### src/rtl/pipe_pkg.sv
// Shared opcode/funct encodings, the bubble word and small decode helpers
// used by the decode stage and its register file.
package pipe_pkg;

  localparam logic [5:0] OP_RTYPE = 6'b000000;
  localparam logic [5:0] OP_ADDI  = 6'b001000;
  localparam logic [5:0] OP_LW    = 6'b100011;
  localparam logic [5:0] OP_SW    = 6'b101011;

  localparam logic [5:0] FN_ADD = 6'b100000;
  localparam logic [5:0] FN_SUB = 6'b100010;

  localparam logic [31:0] PIPE_NOP = 32'h0000_0000;

  typedef struct packed {
    logic [5:0] opcode;
    logic [4:0] rs;
    logic [4:0] rt;
    logic [4:0] rd;
    logic [4:0] shamt;
    logic [5:0] funct;
  } instr_t;

  function automatic logic is_legal(input instr_t ir);
    logic ok;
    ok = 1'b0;
    case (ir.opcode)
      OP_RTYPE:                 ok = (ir.funct == FN_ADD) || (ir.funct == FN_SUB);
      OP_ADDI, OP_LW, OP_SW:    ok = 1'b1;
      default:                  ok = 1'b0;
    endcase
    return ok;
  endfunction

  // Only R-type and sw consume rt as a source operand.
  function automatic logic reads_rt(input instr_t ir);
    return (ir.opcode == OP_RTYPE) || (ir.opcode == OP_SW);
  endfunction

endpackage

### src/rtl/regfile_2r1w.sv
// 32x32 register file, two asynchronous read ports, one synchronous write port.
// Write-through read bypass is enabled by defining DECODE_BYPASS_EN.
module regfile_2r1w
  import pipe_pkg::*;
(
  input  logic        clock,
  input  logic        reset,
  input  logic [4:0]  rd_addr_1,
  input  logic [4:0]  rd_addr_2,
  output logic [31:0] rd_data_1,
  output logic [31:0] rd_data_2,
  input  logic        wr_en,
  input  logic [4:0]  wr_addr,
  input  logic [31:0] wr_data
);

  logic [31:0] regs [0:31];

  // r0 is never written, so it holds its cleared value of zero forever.
  for (genvar gi = 0; gi < 32; gi++) begin : g_reg
    always_ff @(posedge clock or negedge reset) begin
      if (!reset) begin
        regs[gi] <= 32'h0;
      end else if (wr_en && (wr_addr == 5'(gi)) && (gi != 0)) begin
        regs[gi] <= wr_data;
      end
    end
  end

  logic [31:0] raw_1;
  logic [31:0] raw_2;

  always_comb begin
    raw_1 = (rd_addr_1 == 5'd0) ? 32'h0 : regs[rd_addr_1];
    raw_2 = (rd_addr_2 == 5'd0) ? 32'h0 : regs[rd_addr_2];
  end

`ifdef DECODE_BYPASS_EN
  logic wr_live;
  always_comb begin
    wr_live   = wr_en && (wr_addr != 5'd0);
    rd_data_1 = (wr_live && (wr_addr == rd_addr_1)) ? wr_data : raw_1;
    rd_data_2 = (wr_live && (wr_addr == rd_addr_2)) ? wr_data : raw_2;
  end
`else
  always_comb begin
    rd_data_1 = raw_1;
    rd_data_2 = raw_2;
  end
`endif

endmodule

### src/rtl/decode_stage.sv
// Decode / register-read stage: register file, load-use hazard stall and the
// EX pipeline register. Optional read bypass via DECODE_BYPASS_EN.
module decode_stage
  import pipe_pkg::*;
#(
  parameter logic [31:0] NOP_WORD = PIPE_NOP
) (
  input  logic        clock,
  input  logic        reset,
  input  logic [31:0] if_IR,
  input  logic        if_valid,
  input  logic        wb_en,
  input  logic [4:0]  wb_addr,
  input  logic [31:0] wb_data,
  output logic        stall,
  output logic [31:0] ex_IR,
  output logic [31:0] ex_in_1,
  output logic [31:0] ex_in_2,
  output logic [31:0] ex_immediate,
  output logic        ex_valid
);

  instr_t      id_instr;
  instr_t      ex_instr;
  logic [31:0] rs_val;
  logic [31:0] rt_val;
  logic        id_legal;
  logic        load_use;
  logic        issue;

  assign id_instr = instr_t'(if_IR);
  assign ex_instr = instr_t'(ex_IR);

  regfile_2r1w u_rf (
    .clock     (clock),
    .reset     (reset),
    .rd_addr_1 (id_instr.rs),
    .rd_addr_2 (id_instr.rt),
    .rd_data_1 (rs_val),
    .rd_data_2 (rt_val),
    .wr_en     (wb_en),
    .wr_addr   (wb_addr),
    .wr_data   (wb_data)
  );

  // An illegal instruction becomes a bubble anyway, so it never stalls.
  always_comb begin
    id_legal = is_legal(id_instr);
    load_use = ex_valid && (ex_instr.opcode == OP_LW) && (ex_instr.rt != 5'd0) &&
               ((ex_instr.rt == id_instr.rs) ||
                (reads_rt(id_instr) && (ex_instr.rt == id_instr.rt)));
    stall    = if_valid && id_legal && load_use;
    issue    = if_valid && id_legal && !load_use;
  end

  always_ff @(posedge clock or negedge reset) begin
    if (!reset) begin
      ex_IR        <= NOP_WORD;
      ex_in_1      <= 32'h0;
      ex_in_2      <= 32'h0;
      ex_immediate <= 32'h0;
      ex_valid     <= 1'b0;
    end else if (issue) begin
      ex_IR        <= if_IR;
      ex_in_1      <= rs_val;
      ex_in_2      <= rt_val;
      ex_immediate <= {{16{if_IR[15]}}, if_IR[15:0]};
      ex_valid     <= 1'b1;
    end else begin
      ex_IR        <= NOP_WORD;
      ex_in_1      <= 32'h0;
      ex_in_2      <= 32'h0;
      ex_immediate <= 32'h0;
      ex_valid     <= 1'b0;
    end
  end

endmodule

### config.mk
export PLATFORM = sky130hd
export DESIGN_NAME = decode_stage
export DESIGN_NICKNAME = d
export VERILOG_FILES = /design/src/rtl/pipe_pkg.sv /design/src/rtl/regfile_2r1w.sv /design/src/rtl/decode_stage.sv
export SDC_FILE = /design/constraint.sdc
export NUM_CORES = 2
export LEC_CHECK = 0
export ABC_CLOCK_PERIOD_IN_PS = 4000
export BUFFER_PORTS_ARGS = -buffer_cell sky130_fd_sc_hd__clkbuf_2
export CORE_UTILIZATION = 45
export CTS_BUF_LIST = sky130_fd_sc_hd__clkbuf_4 sky130_fd_sc_hd__clkbuf_8
export DETAILED_ROUTE_END_ITERATION = 8
export PLACE_DENSITY = 0.71
export SLEW_MARGIN = 20
export SYNTH_ARGS = -nofsm -noshare
export SYNTH_HDL_FRONTEND = slang
export SYNTH_SLANG_ARGS = --single-unit
### constraint.sdc
create_clock -name clock -period 4 [get_ports clock]
set_input_delay 0.4 -clock clock [delete_from_list [all_inputs] [get_ports clock]]
set_output_delay 0.4 -clock clock [all_outputs]
set_load 0.05 [all_outputs]
==> impl_metrics.toml <==
[timing]
tns_ns = 0
fin_worst_skew_ns = 0.0324
tightest_slew_ns = 1.07
min_period_ns = 3.06
setup_viol = 0
rsz0062_at_grt = "false"
finalMaxSlewViolations = 0
fmaxAchievable_mhz = 327
slew_headroom_pct = 28.7
period_share_pct = 76.4
hold_viol_final = 0

[global_route]
grt_usage_pct = 25.8
overflow = 0
grt_start_max_net_pins = 116
grt_pass1_wl_mm = 245
antenna_found_initial = 9
grt_pass1_vias = 37376

[worst_setup_path]
reg2reg_setup_slack_ns = 1.41
crit_fanout = 4
cp-start-kind = "flop"
cp.arrival_ns = 2.66
crit_type = "flop to primary output"
endpoint_kind = "primary output"
critPathRequiredTime_ns = 3.60

[detailed_routing]
drc = 0
first_pass_iters = 5
vias = 36055
wl_per_cell_um = 28.7
drt_iter0_markers = 3510
vias_per_cell = 6.40
ant_nets = 0
finalWirelength_mm = 162

[logic_synthesis]
synth_top_family_by_area = "multiplexers"
synth_edf_count = 0
synth_mux_area_share_pct = 42.5
syn_area_per_cell_um2 = 15.0
ys_seq_elements = 1089
synth_top_cell_area_share_pct = 48.1
async_reset_ff_share_pct = 100
ys_types = 45
synth_top_cell_by_area = "dfrtp_1"
synth-simple-area-share_pct = 2.47
seq_area_frac_synth_pct = 48.1
syn_area_um2 = 56600
netlist_top_cells_area = "dfrtp_1 (48%), mux2_2 (22%), mux4_2 (19%)"
syn_inst = 3773
synthXorXnorAreaFrac_pct = 0.155
synth_compound_area_share_pct = 3.00
synth_fa_ha_area_share_pct = 0
ys_warn_count = 32
synthFlopType = "dfrtp_1"

[cts]
root_buffer = "clkbuf_8"
path_clk_slew_ns = 0.06
cts_buffers = 176
clkLatencyLatePin_ns = 0.90
cts_setup_buffers = 0
cts_resized = 0
cts_tree = "built"
clk_path_buf_depth = 3
clock_sinks = 1089
htree_levels = 4

[floorplanning]
die_w_um = 357
die_h_um = 357
core_area_um2 = 124000
start_util_pct = 45.6
die_area_um2 = 127000
io_pins = 203
rows = 129

[finish]
mostFrequentLayoutCells = "mux2_2 (1118), dfrtp_1 (1089), mux4_2 (471)"
layout-drive-gt1-share_pct = 56.4
fin_nets = 3935
final_common_cell = "mux2_2"
syn2layout_area_growth_pct = 11.4

[place]
dp_hpwl_mm = 93.0
gp_congestion = 0.813
io_buffers = 202

[power]
p_per_area_nw_per_um2 = 486
vdd_drop_max_v = 0.000418
p_leak_nw = 27.7
power.total_mw = 30.7

[job]
cap_violations = 0

[worst_hold_path]
hp-class = "input port to flop"

[outcome]
outcome = "completed"
-- cells by family (layout without fill, tap and decap cells) --
| kind of cell | count (synthesis) | in the layout |
|---|---|---|
| buffers and inverters | 435 | 650 |
| muxes | 1677 | 1677 |
| AOI/OAI and AO/OA | 262 | 262 |
| xor gates and xnor gates | 10 | 10 |
| other | 1 | 6 |
| and+or+nand+nor | 299 | 299 |
| DFF | 1089 | 1089 |
-- per-layer routing --
metal	track usage [%]	up-vias	part of all wire, %
met5	0	-	0.038
met2	40.6	1650	47
met4	9.59	10	3.4
li1	-	14566	-
met3	5.23	338	7.8
met1	35.5	19491	41
-- worst max-delay path: stages (launching register included) --
cell and delay (ns):
dfrtp_1 0.47, xnor2_1 0.18, nand3_1 0.09, nor3_1 0.23, o221ai_1 0.26, nor2_1 0.23
clkbuf_2 0.32
-- cell type report --
type                    instances  area, um2
well taps                    1637       2050
flip-flops and latches       1089      27300
multi-input cells            2250      27500
clock inverters                37        350
repair buffers                343       2600
fillers                     10326      61200
clock buffers                 268       3350
diodes                          4       10.0
inverters                       2       7.51
-- synth_stat cells, types with 8 or more instances --
library cell  number
dfrtp_1         1089
nand2_1           65
a211oi_1          27
clkbuf_1         176
o22ai_1            8
mux2i_1           81
a21oi_1           92
buf_1             53
and2_1            31
nor2b_1           12
a211o_1           21
nor2_1            90
buf_2            126
mux4_2           471
a22oi_1           25
a221oi_1          27
mux2_2          1118
nor3_1            75
o21ai_0           44
a22o_1            11
buf_4             70
-- flip-flops by register name (all words and copies together) (netlist names) --
name          cells
ex_IR            16
ex_immediate     16
ex_in_1          32
ex_in_2          32
ex_valid          1
u_rf.regs       992
-- what timing repair did --
action,in CTS,in global routing
endpoints found under the hold margin,90,0
hold buffers,25,0
setup endpoints to repair,0,0
-- path summary, 6_finish.rpt --
path / startpoint / endpoint / depth (start not counted)
max: ex_IR[19] / stall / 6
max reg2reg: ex_IR[17] / ex_in_1[3] / 5
max in group asynchronous: reset / u_rf.regs[380] / 3
min in group asynchronous: reset / u_rf.regs[686] / 2
min reg2reg: u_rf.regs[661] / u_rf.regs[661] / 1
min: if_IR[20] / ex_IR[20] / 3
-- power by group --
part	switching, mW	leakage [nW]	internal (mW)	total, mW
combinational	2.22	11.7	3.75	5.96
clock	4.57	1.97	5.65	10.2
sequential	1.46	14.0	13.0	14.5
total	8.25	27.7	22.4	30.7
-- per-stage QoR --
step	area [um2]	std cells	utilization, %	worst slack [ns]	hold slack, ns
2_1_floorplan	56700	3774	-	1.63	0.104
3_3_place_gp	59100	5296	47.6	1.14	0.480
3_5_place_dp	59100	5296	47.6	1.10	0.502
4_1_cts	63100	5626	50.7	0.880	0.0464
5_1_grt	63100	5629	50.8	0.723	0.0989
6_report	63100	5630	50.8	0.943	0.0983
Note: power is estimated with default switching activity, not from simulation.
